[config.mk]
export PLATFORM = sky130hd
export DESIGN_NAME = clock_divider_prog
export DESIGN_NICKNAME = d
export VERILOG_FILES = /design/src/rtl/clock_divider_prog.sv
export SDC_FILE = /design/constraint.sdc
export NUM_CORES = 1
export LEC_CHECK = 0
export ABC_AREA = 0
export ABC_CLOCK_PERIOD_IN_PS = 10400
export CAP_MARGIN = 20
export CORE_UTILIZATION = 30
export DETAILED_ROUTE_END_ITERATION = 6
export HOLD_SLACK_MARGIN = 0.12
export PLACE_DENSITY = 0.53
export SETUP_SLACK_MARGIN = 0.1
export SYNTH_ARGS = -nofsm -noshare
export SYNTH_HDL_FRONTEND = slang
export SYNTH_SLANG_ARGS = --single-unit
[constraint.sdc]
create_clock -name fast_clock -period 10.4 [get_ports fast_clock]
set_clock_uncertainty 0.05 [all_clocks]
set_input_delay 3.12 -clock fast_clock [delete_from_list [all_inputs] [get_ports fast_clock]]
set_output_delay 3.12 -clock fast_clock [all_outputs]
set_load 0.005 [all_outputs]
[src/rtl/clock_divider_prog.sv]
// Programmable multi-channel clock-enable generator: per-channel divisor, run/step
// control, one-cycle tick and registered square wave, plus an LED tick counter.
module clock_divider_prog #(
  parameter int NUM_CH           = 2,
  parameter int WIDTH            = 32,
  parameter int LED_W            = 4,
  parameter int DEFAULT_DIV_FAST = 64,
  parameter int DEFAULT_DIV_SLOW = 33554432
) (
  input  logic                    fast_clock,
  input  logic                    reset,
  input  logic [NUM_CH-1:0]       en,
  input  logic [NUM_CH-1:0]       step,
  input  logic [NUM_CH-1:0]       load,
  input  logic [NUM_CH*WIDTH-1:0] div_in,
  output logic [NUM_CH-1:0]       tick,
  output logic [NUM_CH-1:0]       clk_out,
  output logic [LED_W-1:0]        ledr
);

  localparam logic [WIDTH-1:0] DEF_FAST = WIDTH'(DEFAULT_DIV_FAST);
  localparam logic [WIDTH-1:0] DEF_SLOW = WIDTH'(DEFAULT_DIV_SLOW);

  // Divisors below 2 cannot form a period with a high and a low phase.
  function automatic logic [WIDTH-1:0] sat_div(input logic [WIDTH-1:0] d);
    return (d >= WIDTH'(2)) ? d : WIDTH'(2);
  endfunction

  logic [LED_W-1:0] led_q;

  for (genvar c = 0; c < NUM_CH; c++) begin : g_ch
    logic [WIDTH-1:0] div_q;
    logic [WIDTH-1:0] cnt;
    logic [WIDTH-1:0] n_eff;
    logic [WIDTH-1:0] cnt_nxt;
    logic             clk_q;
    logic             adv;

    assign n_eff   = sat_div(div_q);
    assign adv     = en[c] | step[c];
    assign tick[c] = adv & (cnt == n_eff - WIDTH'(1));
    // An out-of-range count also returns to 0, but only the exact wrap ticks.
    assign cnt_nxt = (cnt >= n_eff - WIDTH'(1)) ? '0 : cnt + WIDTH'(1);

    // Channel state update
    always_ff @(posedge fast_clock) begin
      if (reset) begin
        div_q <= (c == 0) ? DEF_FAST : DEF_SLOW;
        cnt   <= '0;
        clk_q <= 1'b0;
      end else if (load[c]) begin
        div_q <= div_in[c*WIDTH +: WIDTH];
        cnt   <= '0;
        clk_q <= 1'b0;
      end else if (adv) begin
        cnt   <= cnt_nxt;
        clk_q <= (cnt_nxt >= (n_eff >> 1));
      end
    end

    assign clk_out[c] = clk_q;
  end

  // LED activity counter on the last channel
  always_ff @(posedge fast_clock) begin
    if (reset)
      led_q <= '0;
    else if (tick[NUM_CH-1])
      led_q <= led_q + LED_W'(1);
  end

  assign ledr = led_q;

endmodule

# After elaboration in Yosys (flattened, before gate mapping)
# Index checks and enable logic that the tools add are counted.
# word_totals
regBits	134
inputBits	72
# op_classes
n_addsub	5
magnitude_cmp	6
eq_ne	2
mux	4
n_bitwise	4
reduce_logical	2
# ops
op	count
$mux 32	4
$add 32x1->32 const B	2
$eq 32x32->1	2
$ge 32x2->1 const B	2
$ge 32x31->1	2
$ge 32x32->1	2
$sub 32x1->32 const B	2
$add 4x1->4 const B	1
$reduce_or 2->1	2
$and 1x1->1	2
$or 1x1->1	2

# Longest topological paths before layout
# Gate-level depths: netlist of run 1.
# logic_depth
ltp_word	6
ltp_mapped	31
ltp_nobuf	29

# Worst setup path before layout of run 1
# Ideal clock, no wire load.
# synth_path
path_type	register to output
from	register g_ch[1].div_q[5]
to	output tick[1]
arrival_time_ns	4.275
slack_ns	2.955
stages_incl_launch_ff	19
path_buffers	0
path_cell_list	dfxtp_1 or3_1 nor3_1 and4_1 nand2_1 o31ai_1 ha_1 or4b_2 nor2_1 nand2_1 nor2_1 nand2_1 nor4_1 xnor2_1 ha_1 nand4_1 nor2_1 nand4_1 nor2_1
# synth_via
elab_chain_cells	5
# synth_lines
item	line_no	rtl
start, declared	32	logic [WIDTH-1:0] div_q;
start signal, assigned	48	div_q <= (c == 0) ? DEF_FAST : DEF_SLOW;
start signal, assigned	52	div_q <= div_in[c*WIDTH +: WIDTH];
$ge 32x2->1	26	return (d >= WIDTH'(2)) ? d : WIDTH'(2);
$mux 32 *	26	
$sub 32x1->32 *	41	assign tick[c] = adv & (cnt == n_eff - WIDTH'(1));
$eq 32x32->1 *	41	
$and 1x1->1 *	41	
end, declared	16	output logic [NUM_CH-1:0] tick,
# Every way passes the cells marked *; elsewhere a longest branch is shown, timed or not.

# Worst setup path in the final report of run 1
# layout_path
from	register g_ch[1].div_q[16]
to	output tick[1]
# The elaborated chain is that of the path after synthesis.

==> metrics.log, run 1 <==
INFO  metric layout.core_utilization = 0.355
INFO  metric cts_buffers = 17
INFO  metric rrSetupSlack = ~2.2 ns
INFO  metric drt-vias-per-instance = around 5.2
INFO  metric layout-drive-gt1-share = 0.0450
INFO  metric floorplan.initialDensity = 0.305
INFO  metric cts.sink_count = between 100 and 150
INFO  metric grt_setup_unrepaired = no
INFO  metric path_common_cell = nor2_1
INFO  metric drt_wl_total = 31,900 um
INFO  metric cts_root_buf = clkbuf_16
INFO  metric floorplan.io_pins = 80
INFO  metric first_global_vias = just under 10,000
INFO  metric outcome = finished, violations left
INFO  metric synth_enable_flop_cells = 0
INFO  metric critPathArrivalTime = slightly above 6 ns
INFO  metric ys_dominant_reg_cell = dfxtp_1
INFO  metric start_kind = flop
INFO  metric ctsLongestPathBuffers = 2
INFO  metric htree_num_levels = 4
INFO  metric globalRouteOverflowTotal = 0
INFO  metric cp_slowest_cell = or4_1
INFO  metric critical_path.max_stage_delay = 0.62 ns
INFO  metric grt_max_degree = 72
INFO  metric power.density = roughly 110 nW/um^2
INFO  metric final.setup.worst_slack = just over 1 ns
INFO  metric synthesis.nets = 1,619
INFO  metric synth.ff_latch_count = 134
INFO  metric wire_per_inst = around 17 um
INFO  metric netSwitchingFraction = 0.280
INFO  metric async_reset_ff_frac = 0
INFO  metric layout_common_cells = 195 x nor2_1, 134 x dfxtp_1, 131 x ha_1
INFO  metric setup-tns-final = 0 ns
INFO  metric die_height = slightly below 200 um
INFO  metric fin_nets = 1,658
INFO  metric worst_skew_pair.late_latency = roughly 0.45 ns
INFO  metric global_routing_usage_summed_across_all_routing_layers = 0.176
INFO  metric switchingPower = approximately 0.0004 W
INFO  metric drt_drc_violations_left = 12
INFO  metric cts_setup_buffers = 0
INFO  metric combinational_cell_fraction_of_total_power = 0.156
INFO  metric detailedPlacementHpwl = 24,400 um
INFO  metric postCtsResizedCells = 0
INFO  metric setup_viol_count_final = 0
INFO  metric timing.critical_path.required = between 7 and 8 ns
INFO  metric floorplan.core_area = between 30,000 and 40,000 um^2
INFO  metric worst_setup_hold_path_clk_slew = ~0.070 ns
INFO  metric io_buffer_count = slightly below 80
INFO  metric final.period_utilization = 0.901
INFO  metric layout_commonest_cell = nor2_1
INFO  metric share_seq_of_total_power = 0.386
INFO  metric final-max-slew-violation-count = 0
INFO  metric placement.setup.worst_slack = about 1.6 ns
INFO  metric leakage_power = 5.08 nW
INFO  metric drt_iter0_markers = 585
INFO  metric ys_types = 64
INFO  metric synthesis.yosys.warnings = 0
INFO  metric holdCritPathClass = reg2reg
INFO  metric cts_tree = built
INFO  metric design.die.area = roughly 37,000 um^2
INFO  metric max_slew.worst_pin.slew = approximately 0.92 ns
INFO  metric violations = DRC
INFO  metric reg2regPathDepth = 28
INFO  metric core.rowCount = slightly below 70
INFO  metric syn2layout_area_growth = 16.4%
INFO  metric route.vias.total = roughly 10,000
INFO  metric postSynthAreaPerCell = slightly below 8 um^2
INFO  metric max_freq = approximately 0.11 GHz
INFO  metric synth.cell_area = ~11,000 um^2
INFO  metric hold_fails_final_rpt = 0
INFO  metric peakVddDrop = 108 uV
INFO  metric first_pass_iters = 7
INFO  metric setup.worst_path.class = reg2out
INFO  metric maxSlewHeadroom = 0.382
INFO  metric critPathCaptureType = output port
INFO  metric max-cap-violations = 0
INFO  metric yosysSeqAreaShare = 0.247
INFO  metric antenna-diode-count = 0
INFO  metric grt_pass1_wl = between 50,000 and 60,000 um
INFO  metric die_w = approximately 190 um
INFO  metric antenna_left = 0
INFO  metric clock_power_share = 0.459
INFO  metric total_power = about 0.0014 W
INFO  metric cts_hold_repair.buffers = 0
INFO  metric min_period = 9.37 ns
INFO  metric holdPathStages = 2
INFO  metric critical_path.cell_chain = or4_1, nor2_1, and4_1, nand2_1, o31ai_1, ha_1, or4b_2, nor2_1, nand2_1, nor2_1, nand2_1, nor4_1, xnor2_1, ha_1, nand4_1, nor2_1, nand4_1, nor2_1, clkdlybuf4s50_1
INFO  metric timing.critical_path.fanout_max = 6
INFO  metric postSynthCellCount = 1,416
INFO  metric antenna_found_initial = 0
INFO  metric place.gp.congestion = ~0.84
INFO  metric power_report.internal_total = between 0.001 and 0.0015 W
## per-stage QoR
stage | hold WS, ns | cells | cell area, um^2
6_report | 0.471 | 1927 | 12700
5_1_grt | 0.505 | 1927 | 12700
4_1_cts | 0.472 | 1927 | 12700
3_5_place_dp | 0.460 | 1897 | 12000
3_3_place_gp | 0.449 | 1897 | 12000
2_1_floorplan | 0.424 | 1416 | 10900
## per-layer routing
metal	share of wire	vias up	GRT usage
met4	0.024	0	0.0651
met5	0	-	0
met2	0.47	171	0.294
met3	0.034	40	0.0295
met1	0.47	4670	0.226
li1	-	5160	-
## worst max-delay path, delay by kind of cell, from the launching register on
kind	cells	cell delay, ns
buf+inv	1	0.55
flops	1	0.36
compound gates	1	0.29
xor+xnor	1	0.12
simple gates	14	3.84
fa+ha+maj	2	0.56
## cell families (layout without fill, tap and decap cells)
group,after synthesis,in the layout,share of synthesized area
simple gates,639,639,0.292
compound gates,186,186,0.107
buf+inv,149,199,0.0536
flops,134,134,0.247
fa+ha+maj,131,131,0.151
xor+xnor,113,113,0.0910
mux,64,64,0.0589
## power groups by stage
stage	Clock, W	Sequential [W]	Combinational [W]
detailed placement	0	0.000561	0.000221
finish	0.000654	0.000549	0.000222
global route	0.000688	0.000552	0.000248
CTS	0.000669	0.000549	0.000223
floorplan	0	0.000554	0.000148
global placement	0	0.000560	0.000220
## cell usage after synthesis, types with 45 or more instances
library cell | count | area (um^2)
inv_1 | 76 | 285
nand2_1 | 124 | 465
ha_1 | 131 | 1640
a21oi_1 | 50 | 250
xnor2_1 | 68 | 596
nand4_1 | 46 | 288
clkbuf_1 | 57 | 214
xor2_1 | 45 | 394
or4_1 | 46 | 345
dfxtp_1 | 134 | 2680
nor2_1 | 198 | 743
mux2i_1 | 64 | 641
nand3_1 | 104 | 521
## sequential cells by signal (all words and copies together) (netlist names)
name	cells
g_ch.cnt	64
g_ch.div_q	64
ledr	4
g_ch.clk_q	2
## layout make-up
cell class	count	area (um^2)
Fill cell	3734	23000
Multi-Input combinational cell	1133	7620
Sequential cell	134	2680
Timing Repair Buffer	93	881
Tap cell	461	577
Clock buffer	17	425
Inverter	76	285
Clock inverter	13	184
## worst paths after layout
| check | startpoint | to |
|---|---|---|
| setup / recovery | g_ch[1].div_q[16] | tick[1] |
| hold / removal | g_ch[0].cnt[0] | g_ch[0].cnt[0] |
| hold reg to reg | g_ch[0].cnt[0] | g_ch[0].cnt[0] |
| setup reg to reg | g_ch[0].div_q[16] | g_ch[0].clk_q |
Note: power is estimated with default switching activity, not from simulation.
==> inputs of run 2 (changes only) <==
Settings changed: CAP_MARGIN 20 to 10.
==> results of run 2 <==
Same layout as run 1: the final DEF is identical, and so are final timing and power.
==> inputs of run 3 (changes only) <==
Settings changed: CTS_BUF_LIST set to sky130_fd_sc_hd__clkbuf_4 sky130_fd_sc_hd__clkbuf_8.
==> run 3 against run 2 <==
Net effect: the run still ends with DRC left; clock power shrank 25%; setup slack gained 0.0048 ns; largest cell class unchanged; cell count is the same; hold slack gained 0.0048 ns; core utilization shrank 0.54 points; highest routed layer unchanged; maximum frequency is essentially flat.
==> metrics.log, run 3 (synthesis gave the netlist of run 1 again) <==
INFO  metric die_w = 192 um (unchanged)
INFO  metric postCtsResizedCells = 0 (unchanged)
INFO  metric power_report.internal_total = 0.000884 W (-14%)
INFO  metric max_slew.worst_pin.slew = 0.929 ns (+0.00592 ns)
INFO  metric final.period_utilization = 0.900 (about the same)
INFO  metric cts.sink_count = 134 (unchanged)
INFO  metric worst_setup_hold_path_clk_slew = 0.09 ns (+0.02 ns)
INFO  metric violations = DRC
INFO  metric antenna_found_initial = 0 (unchanged)
INFO  metric cts_buffers = 17 (unchanged)
INFO  metric setup_viol_count_final = 0 (unchanged)
INFO  metric combinational_cell_fraction_of_total_power = 0.176 (+0.020)
INFO  metric design_area = 12,500 um^2 (-1.5%)
INFO  metric first_pass_iters = 7 (unchanged)
INFO  metric layout_commonest_cell = nor2_1
INFO  metric share_seq_of_total_power = 0.435 (+0.049)
INFO  metric netSwitchingFraction = 0.298 (+0.0179)
INFO  metric cts_hold_repair.buffers = 0 (unchanged)
INFO  metric setup.worst_path.class = reg2out
INFO  metric global_routing_usage_summed_across_all_routing_layers = 0.175 (-0.000776)
INFO  metric ctsLongestPathBuffers = 2 (unchanged)
INFO  metric design.die.area = 37,000 um^2 (unchanged)
INFO  metric placed_cell_area = 12,000 um^2 (unchanged)
INFO  metric peakVddDrop = 72.4 uV (-33%)
INFO  metric detailedPlacementHpwl = 24,400 um (unchanged)
INFO  metric timing.rr.start = g_ch[0].div_q[16]
INFO  metric maxSlewHeadroom = 0.378 (-0.00396)
INFO  metric die_height = 192 um (unchanged)
INFO  metric max_freq = 0.107 GHz (about the same)
INFO  metric power.density = 101 nW/um^2 (-10%)
INFO  metric multi_input_area = 7620 um^2 (unchanged)
INFO  metric end_of_the_worst_register_to_register_path = g_ch[0].clk_q
INFO  metric globalRouteOverflowTotal = 0 (unchanged)
INFO  metric grt_setup_unrepaired = no
INFO  metric grt_max_degree = 72 (unchanged)
INFO  metric floorplan.io_pins = 80 (unchanged)
INFO  metric leakage_power = 4.99 nW (-1.7%)
INFO  metric route.vias.total = 10,009 (-0.32%)
INFO  metric floorplan.core_area = 35,700 um^2 (unchanged)
INFO  metric layout_common_cells = 195 x nor2_1, 134 x dfxtp_1, 131 x ha_1
INFO  metric critPathArrivalTime = 6.19 ns (about the same)
INFO  metric rrSetupSlack = 2.21 ns (+0.05 ns)
INFO  metric grt_pass1_wl = 51,100 um (-0.39%)
INFO  metric cp_slowest_cell = or4_1
INFO  metric core.rowCount = 69 (unchanged)
INFO  metric first_global_vias = 9,647 (-0.35%)
INFO  metric max-cap-violations = 0 (unchanged)
INFO  metric layout-drive-gt1-share = 0.0450 (unchanged)
INFO  metric critPathCaptureType = output port
INFO  metric antenna-diode-count = 0 (unchanged)
INFO  metric syn2layout_area_growth = 14.6%
INFO  metric drt_wl_total = 31,800 um (-0.30%)
INFO  metric fill_cells = 3,749 (+0.40%)
INFO  metric ff_latch_area = 2680 um^2 (unchanged)
INFO  metric worst_skew_pair.late_latency = 0.48 ns (+0.03 ns)
INFO  metric setup-tns-final = 0 ns (unchanged)
INFO  metric antenna_left = 0 (unchanged)
INFO  metric drt-vias-per-instance = 5.19 (-0.32%)
INFO  metric critical_path.cell_chain = or4_1, nor2_1, and4_1, nand2_1, o31ai_1, ha_1, or4b_2, nor2_1, nand2_1, nor2_1, nand2_1, nor4_1, xnor2_1, ha_1, nand4_1, nor2_1, nand4_1, nor2_1, clkdlybuf4s50_1
INFO  metric floorplan.initialDensity = 0.305 (unchanged)
INFO  metric min_period = 9.36 ns (-0.00481 ns)
INFO  metric final-max-slew-violation-count = 0 (unchanged)
INFO  metric htree_num_levels = 4 (unchanged)
INFO  metric timing.critical_path.fanout_max = 6 (unchanged)
INFO  metric hold_fails_final_rpt = 0 (unchanged)
INFO  metric wire_per_inst = 16.5 um (-0.30%)
INFO  metric cts_setup_buffers = 0 (unchanged)
INFO  metric launch_point_of_the_worst_path = g_ch[1].div_q[16]
INFO  metric io_buffer_count = 79 (unchanged)
INFO  metric reg2regPathDepth = 28 (unchanged)
INFO  metric drt_drc_violations_left = 12 (unchanged)
INFO  metric clock_power_share = 0.389 (-0.070)
INFO  metric cts_tree = built
INFO  metric holdCritPathClass = reg2reg
INFO  metric critPathCapture = tick[1]
INFO  metric timing.critical_path.required = 7.23 ns (about the same)
INFO  metric fin_nets = 1,658 (unchanged)
INFO  metric outcome = finished, violations left
INFO  metric drt_iter0_markers = 576 (-1.5%)
INFO  metric place.gp.congestion = 0.838 (unchanged)
INFO  metric cts_root_buf = clkbuf_8
INFO  metric switchingPower = 0.000376 W (-5.8%)
INFO  metric critical_path.max_stage_delay = 0.62 ns (about the same)
INFO  metric path_common_cell = nor2_1
INFO  metric start_kind = flop
[run 3: cell counts in the layout (fill, tap and decap cells not counted)]
Identical to the previous run, type by type.
[run 3: worst max-delay path, delay by kind of cell (launching register included)]
kind / cells / cell delay, ns
and+or+nand+nor: 14 / 3.84
adders and majority gates: 2 / 0.56
DFF: 1 / 0.37
AOI/OAI and AO/OA: 1 / 0.28
xor gates and xnor gates: 1 / 0.12
buffers and inverters: 1 / 0.55
[run 3: how the worst min path moves through the flow]
stage / slack, ns / end / cells after the start / from
after floorplan: 0.42 / g_ch[1].div_q[23] / 2 / g_ch[1].div_q[23]
after global placement: 0.45 / g_ch[0].cnt[0] / 2 / g_ch[0].cnt[0]
after detailed placement: 0.46 / g_ch[0].cnt[0] / 2 / g_ch[0].cnt[0]
after CTS: 0.48 / g_ch[0].cnt[0] / 2 / g_ch[0].cnt[0]
after global routing: 0.51 / g_ch[1].div_q[7] / 2 / g_ch[1].div_q[7]
final: 0.48 / g_ch[0].cnt[0] / 2 / g_ch[0].cnt[0]
[run 3: metrics by stage]
| stage | setup slack, ns | hold WS [ns] | instances | power, W | utilization |
|---|---|---|---|---|---|
| 2_1_floorplan | 2.95 | 0.424 | 1416 | 0.000701 | - |
| 3_3_place_gp | 1.67 | 0.449 | 1897 | 0.000779 | 0.338 |
| 3_5_place_dp | 1.58 | 0.460 | 1897 | 0.000781 | 0.338 |
| 4_1_cts | 0.982 | 0.476 | 1927 | 0.00128 | 0.350 |
| 5_1_grt | 0.647 | 0.510 | 1927 | 0.00133 | 0.350 |
| 6_report | 1.04 | 0.475 | 1927 | 0.00126 | 0.350 |
[run 3: power by group through the flow]
| stage | clock (W) | combinational [W] | sequential [W] |
|---|---|---|---|
| floorplan | 0 | 0.000148 | 0.000554 |
| global placement | 0 | 0.000220 | 0.000560 |
| detailed placement | 0 | 0.000221 | 0.000561 |
| CTS | 0.000508 | 0.000222 | 0.000549 |
| global route | 0.000527 | 0.000248 | 0.000552 |
| finish | 0.000490 | 0.000222 | 0.000549 |
[run 3: routing by layer]
layer,vias up,wire length (um),GRT usage,part of all wire
li1,5154,-,-,-
met1,4664,15000,0.226,0.47
met2,156,15100,0.294,0.47
met3,35,1020,0.0316,0.032
met4,0,723,0.0578,0.023
met5,-,0,0,0
[run 3: final cells by class]
cell class	count	share of cell area
multi-input combinational	1133	0.611
sequential	134	0.215
timing repair buffer	93	0.0707
tap	461	0.0463
inverter	76	0.0229
clock buffer	17	0.0188
clock inverter	13	0.0148
